### config.mk
export PLATFORM = sky130hd
export DESIGN_NAME = bram_port_arbiter
export DESIGN_NICKNAME = d
export VERILOG_FILES = /design/src/rtl/bram_port_arbiter_pkg.sv /design/src/rtl/bram_port_arbiter.sv
export SDC_FILE = /design/constraint.sdc
export NUM_CORES = 1
export LEC_CHECK = 0
export CAP_MARGIN = 10
export CORE_ASPECT_RATIO = 0.6
export CORE_MARGIN = 2
export CORE_UTILIZATION = 38
export DETAILED_ROUTE_END_ITERATION = 12
export PLACE_DENSITY_LB_ADDON = 0.05
export REMOVE_ABC_BUFFERS = 1
export SYNTH_ARGS = -nofsm -noshare
export SYNTH_HDL_FRONTEND = slang
export SYNTH_SLANG_ARGS = --single-unit
export TNS_END_PERCENT = 50
### constraint.sdc
create_clock -name clk -period 6.1 [get_ports clk]
set_input_delay 1.22 -clock clk [delete_from_list [all_inputs] [get_ports clk]]
set_output_delay 1.22 -clock clk [all_outputs]
set_load 0.005 [all_outputs]
### src/rtl/bram_port_arbiter_pkg.sv
`default_nettype none
// ============================================================================
// Module   : bram_port_arbiter_pkg
// Brief    : Shared memory-subsystem constants, FSM encodings and arbitration
//            helpers for the block-RAM port arbiter.
// Revision : 1.0 - initial release
// ============================================================================
package bram_port_arbiter_pkg;

    typedef enum logic [1:0] {
        IDLE   = 2'd0,
        ACCESS = 2'd1,
        RESP   = 2'd2
    } arb_state_e;

    localparam int unsigned MEM_DATA_WIDTH = 32;
    localparam int unsigned MEM_ADDR_WIDTH = 10;
    localparam int unsigned MEM_DEPTH      = 1 << MEM_ADDR_WIDTH;

    localparam logic GRANT_M0 = 1'b0;
    localparam logic GRANT_M1 = 1'b1;

    // On a tie the requester that did not win last time is chosen.
    function automatic logic rr_winner(input logic req0, input logic req1,
                                       input logic last);
        logic win;
        if (req0 && req1)
            win = ~last;
        else if (req1)
            win = GRANT_M1;
        else
            win = GRANT_M0;
        return win;
    endfunction

    function automatic logic fixed_winner(input logic req0, input logic req1);
        logic win;
        if (req0)
            win = GRANT_M0;
        else if (req1)
            win = GRANT_M1;
        else
            win = GRANT_M0;
        return win;
    endfunction

endpackage
`default_nettype wire

### src/rtl/bram_port_arbiter.sv
`default_nettype none
// ============================================================================
// Module   : bram_port_arbiter
// Brief    : Two-requester arbiter driving one port of a dual-port block RAM
//            (IDLE -> ACCESS -> RESP). Define ARB_ROUND_ROBIN_EN for
//            round-robin arbitration; otherwise requester 0 has fixed priority.
// Revision : 1.0 - initial release
// ============================================================================
module bram_port_arbiter
    import bram_port_arbiter_pkg::*;
#(
    parameter int data_size = 32,
    parameter int addr_size = 10
) (
    input  logic                 clk,
    input  logic                 rst,

    input  logic                 m0_req,
    input  logic                 m0_wr,
    input  logic [addr_size-1:0] m0_addr,
    input  logic [data_size-1:0] m0_din,
    output logic [data_size-1:0] m0_dout,
    output logic                 m0_ack,

    input  logic                 m1_req,
    input  logic                 m1_wr,
    input  logic [addr_size-1:0] m1_addr,
    input  logic [data_size-1:0] m1_din,
    output logic [data_size-1:0] m1_dout,
    output logic                 m1_ack,

    output logic                 mem_wr,
    output logic [addr_size-1:0] mem_addr,
    output logic [data_size-1:0] mem_din,
    input  logic [data_size-1:0] mem_dout
);

    arb_state_e           state_q;
    logic                 grant_q;
    logic                 m0_ack_q;
    logic                 m1_ack_q;
    logic [data_size-1:0] m0_dout_q;
    logic [data_size-1:0] m1_dout_q;
    logic                 winner_d;

`ifdef ARB_ROUND_ROBIN_EN
    logic                 last_q;

    always_comb begin
        winner_d = rr_winner(m0_req, m1_req, last_q);
    end
`else
    always_comb begin
        winner_d = fixed_winner(m0_req, m1_req);
    end
`endif

    always_ff @(posedge clk or posedge rst) begin
        if (rst) begin
            state_q   <= IDLE;
            grant_q   <= GRANT_M0;
            m0_ack_q  <= 1'b0;
            m1_ack_q  <= 1'b0;
            m0_dout_q <= '0;
            m1_dout_q <= '0;
`ifdef ARB_ROUND_ROBIN_EN
            last_q    <= GRANT_M1;
`endif
        end else begin
            m0_ack_q <= 1'b0;
            m1_ack_q <= 1'b0;
            case (state_q)
                IDLE: begin
                    if (m0_req || m1_req) begin
                        grant_q <= winner_d;
`ifdef ARB_ROUND_ROBIN_EN
                        last_q  <= winner_d;
`endif
                        state_q <= ACCESS;
                    end
                end
                ACCESS: begin
                    state_q <= RESP;
                end
                RESP: begin
                    // RAM output now reflects the address presented in ACCESS.
                    if (grant_q == GRANT_M1) begin
                        m1_ack_q  <= 1'b1;
                        m1_dout_q <= mem_dout;
                    end else begin
                        m0_ack_q  <= 1'b1;
                        m0_dout_q <= mem_dout;
                    end
                    state_q <= IDLE;
                end
                default: begin
                    state_q <= IDLE;
                end
            endcase
        end
    end

    // Memory port is driven only in ACCESS, so an async reset kills a write at once.
    always_comb begin
        mem_wr   = 1'b0;
        mem_addr = '0;
        mem_din  = '0;
        if (state_q == ACCESS) begin
            if (grant_q == GRANT_M1) begin
                mem_wr   = m1_wr;
                mem_addr = m1_addr;
                mem_din  = m1_din;
            end else begin
                mem_wr   = m0_wr;
                mem_addr = m0_addr;
                mem_din  = m0_din;
            end
        end
    end

    assign m0_ack  = m0_ack_q;
    assign m1_ack  = m1_ack_q;
    assign m0_dout = m0_dout_q;
    assign m1_dout = m1_dout_q;

endmodule
`default_nettype wire

Word level (Yosys, flattened, before mapping)
Index checks and enable logic that the tools add are counted.
Word-level totals
  bits in registers: 69
  bits in latches: 0
  bits in writable memories: 0
  bits in read-only memories: 0
  input port bits: 122
  output and inout bits: 109
  logic and storage cells: 29
  memories kept: 0
Cells by class
  add/sub/neg operators: 0
  $mul: 0
  div/mod/pow operators: 0
  order comparisons: 0
  equality and inequality tests: 3
  shifts and indexed selects: 0
  multiplexer cells: 14
  bitwise logic cells: 1
  reduce and logical (&&, ||, !) cells: 5
Operators with widths (count)
  32-bit 2-to-1 mux: 2
  10-bit 2-to-1 mux: 2
  1-bit 2-to-1 mux: 8
  2-bit AND reduction: 3
  2-bit one-hot mux with 2 select lines: 1
  2-bit by 1-bit == test with 1-bit output, second input constant: 1
  2-bit == test, second input constant: 1
  2-bit logical NOT: 1
  2-bit 2-to-1 mux: 1
  2-bit != test, second input constant: 1
  1-bit logical OR: 1
  1-bit NOT: 1

Depth between registers and ports, before layout
  word-level depth: 3
  mapped depth: 4
  depth with buffers taken out: 2

Worst setup path after synthesis
No wires, ideal clock.
  path type: input to output
  from: input m1_din[10]
  to: output mem_din[10]
  arrival time: 1.389 ns
  data required time: 4.880 ns
  slack: 3.491 ns
  stages: 2
  cell sequence: mux2i_1 > nor2_1
On the way
  word-level cells in the longest chain between the ends: 2
RTL lines
  from (decl): line bram_port_arbiter.sv:28  | input logic [data_size-1:0] m1_din,
  32-bit 2-to-1 mux: line bram_port_arbiter.sv:109  | if (grant_q == GRANT_M1) begin
  32-bit 2-to-1 mux: line bram_port_arbiter.sv:108  | if (state_q == ACCESS) begin
  to (decl): line bram_port_arbiter.sv:34  | output logic [data_size-1:0] mem_din,
Every way passes these cells.

Worst setup path after layout
  from: input m1_din[20]
  to: output mem_din[20]
The elaborated chain is that of the path after synthesis.

==> impl_metrics.py <==
metrics = {
    "run_status": {
        "outcome": "completed",
    },
    "synthesis": {
        "synthDominantCellAreaShare_pct": 53.4,
        "synthArstFlopShare_pct": 100,
        "netlist_instances": 245,
        "synthDominantAreaCellType": "sky130_fd_sc_hd__dfrtp_1",
        "netlist_area_um2": 3230,
        "post_synth_num_cell_types": 15,
        "synth_top_cells_by_count": "sky130_fd_sc_hd__dfrtp_1 (69), sky130_fd_sc_hd__mux2_2 (63), sky130_fd_sc_hd__nor2_1 (44), sky130_fd_sc_hd__mux2i_1 (43), sky130_fd_sc_hd__buf_6 (7)",
        "yosysSeqAreaShare_pct": 53.4,
        "synth-seq-cells": 69,
        "synth_ff_type": "sky130_fd_sc_hd__dfrtp_1",
        "most_repeated_cell_in_the_gate_level_netlist_after_synthesis": "sky130_fd_sc_hd__dfrtp_1",
        "synth_edf_count": 0,
        "synth_warnings": 0,
        "yosys-top-cells-area": "sky130_fd_sc_hd__dfrtp_1 (53%), sky130_fd_sc_hd__mux2_2 (22%), sky130_fd_sc_hd__mux2i_1 (13%)",
        "post_synth.cell_area_avg_um2": 13.2,
    },
    "global_route": {
        "grt_first_pass_wirelength_um": 13100,
        "vias_in_the_first_global_route": 2596,
        "globalRoute.totalOverflow": 0,
        "grt_max_degree": 70,
        "initial_antenna_violation_count": 0,
        "grt_util_all_layers_pct": 18.9,
    },
    "critical_path": {
        "timing.critical_path.to_type": "output port",
        "worst-path-max-fanout": 1,
        "worstSetupStartpointType": "input port",
        "worstPathRequired_ns": 4.88,
        "critPathKind": "input port to output port",
        "cp.arrival_ns": 2.44,
    },
    "timing": {
        "max_clock_freq_ghz": 0.273,
        "setup_tns_ns": 0,
        "rsz0062_at_grt": "no",
        "slew_headroom_pct": 28.3,
        "min_setup_slack_post_route_ns": 2.44,
        "report.final.hold_viol_count": 0,
        "min_period_ns": 3.66,
        "final.setup_skew_ns": 0.00267,
        "layout_worst_path_cycle_share_pct": 60.0,
        "drv_slew": 0,
        "worst-slew-pin-transition_ns": 1.07,
        "setup_viol": 0,
    },
    "clock_network": {
        "cts-resized-gates": 0,
        "tritoncts_num_sinks": 69,
        "clk-insertion-delay-late_ns": 0.33,
        "maximum_clock_path_buffer_count": 2,
        "post_cts.repair.setup_buffers": 0,
        "cts_hold_buf": 0,
        "clk_pin_slew_worst_paths_ns": 0.05,
        "cts_htree_levels": 3,
        "tritoncts": "yes",
        "clockRootBuffer": "sky130_fd_sc_hd__clkbuf_16",
        "cts_made_buffers": 9,
    },
    "floorplan": {
        "num_rows": 26,
        "die_width_um": 123,
        "core_um2": 8390,
        "design.die.area_um2": 9290,
        "initial_standard_cell_utilization_of_the_core_pct": 38.5,
        "die_height_um": 75.5,
        "boundaryPins": 231,
    },
    "placement": {
        "finalWeightedCongestion": 0.728,
        "place_ws_ns": 2.44,
        "numPortBuffers": 230,
        "dp_hpwl_um": 6970,
        "placedCellCount": 575,
    },
    "final_layout": {
        "drive_above_1_share_pct": 17.7,
        "diodes": 0,
        "layout.nets": 596,
        "area_growth_syn_to_layout_pct": 82.4,
        "fin_util_pct": 70.2,
        "finalNonFillerCells": 591,
    },
    "drt": {
        "drtAntennaViolNets": 0,
        "vias": 2733,
        "dr.first_iter.drc_count": 75,
        "detail_route.wl_per_cell_um": 15.7,
        "total_wirelength_of_the_detailed_routed_design_um": 9270,
        "post_drt_via_cell_ratio": 4.62,
        "drcViolationCount": 0,
        "detailedRoute.firstPassIterationCount": 4,
    },
    "pwr": {
        "power_density_nw_per_um2": 472,
        "pwr-share-seq_pct": 29.3,
        "clock_power_share_pct": 19.2,
        "power_frac_comb_pct": 51.6,
        "internal_power_mw": 2.00,
        "power.static_leakage_nw": 2.47,
        "total_power_mw": 2.79,
        "irDropWorstVdd_v": 0.000279,
        "power.net_switching_uw": 790,
        "swShare_pct": 28.4,
    },
    "run": {
        "cap_viol_max_count": 0,
    },
    "worst_hold_path": {
        "min_path_type": "flip-flop to flip-flop",
    },
}
## cell type report
cell class	count	area, um2
tap	112	140
timing repair buffer	234	2330
sequential	69	1730
clock inverter	5	75.1
fill	615	2500
clock buffer	11	233
multi-input combinational	157	1380
inverter	3	11.3
## critical path, stage by stage
cell,delay [ns]
sky130_fd_sc_hd__clkdlybuf4s50_1,0.46
sky130_fd_sc_hd__mux2i_1,0.07
sky130_fd_sc_hd__nor2_1,0.16
sky130_fd_sc_hd__clkdlybuf4s50_1,0.52
## placed cells by master, fill, tap and decap left out, drive strengths merged
master,count
dfrtp,69
clkdlybuf4s50,230
mux2,64
nand3b,1
clkinv,3
inv,3
clkbuf,11
buf,4
a2bb2oi,1
o21a,1
nor3b,2
nand2b,1
bufinv,2
mux2i,43
nor2,44
## final timing paths
check | startpoint | endpoint | slack, ns | cells past startpoint
max | m1_din[20] | mem_din[20] | 2.44 | 4
min | m1_dout[24] | m1_dout[24] | 0.50 | 1
max reg2reg | grant_q | m0_dout[6] | 3.55 | 4
min reg2reg | m1_dout[24] | m1_dout[24] | 0.50 | 1
max in group asynchronous | rst | grant_q | 4.05 | 3
min in group asynchronous | rst | m1_dout[19] | 1.47 | 3
## layer usage
layer  share of wire (%)  up-vias  GRT usage, %  routed length [um]
li1                    -     1301             -                   -
met1                  40     1306          22.7                3750
met2                  48      111          29.8                4460
met3                 9.9       15          9.51                 916
met4                 1.6        0          7.32                 147
met5                   0        -             0                   0
## power by group through the flow
stage | Sequential (mW) | Combinational, mW | Clock [mW]
final | 0.816 | 1.44 | 0.534
after global routing | 0.847 | 1.55 | 0.574
after CTS | 0.818 | 1.46 | 0.544
after detailed placement | 0.823 | 1.45 | 0
after global placement | 0.805 | 1.44 | 0
after floorplan | 0.885 | 0.538 | 0
## sequential cells by signal, indices dropped and copies added (netlist names)
register,cells
m0_dout,32
m1_dout,32
state_q,2
grant_q,1
m0_ack,1
m1_ack,1
## logic make-up (layout without fill, tap and decap cells)
kind of cell	Yosys count	in the layout	share of synthesized area, %
AO/OA/AOI/OAI	2	2	0.503
flip-flops	69	69	53.4
multiplexers	107	107	35.6
AND/OR/NAND/NOR	48	48	6.46
buffers and inverters	19	253	4.02
## through the flow
stage                     hold WS [ns]  area, um2
final                            0.502       5900
after floorplan                  0.483       3110
after global placement           0.474       5590
after global routing             0.523       5900
after CTS                        0.504       5900
after detailed placement         0.493       5590
Note: power is estimated with default switching activity, not from simulation.
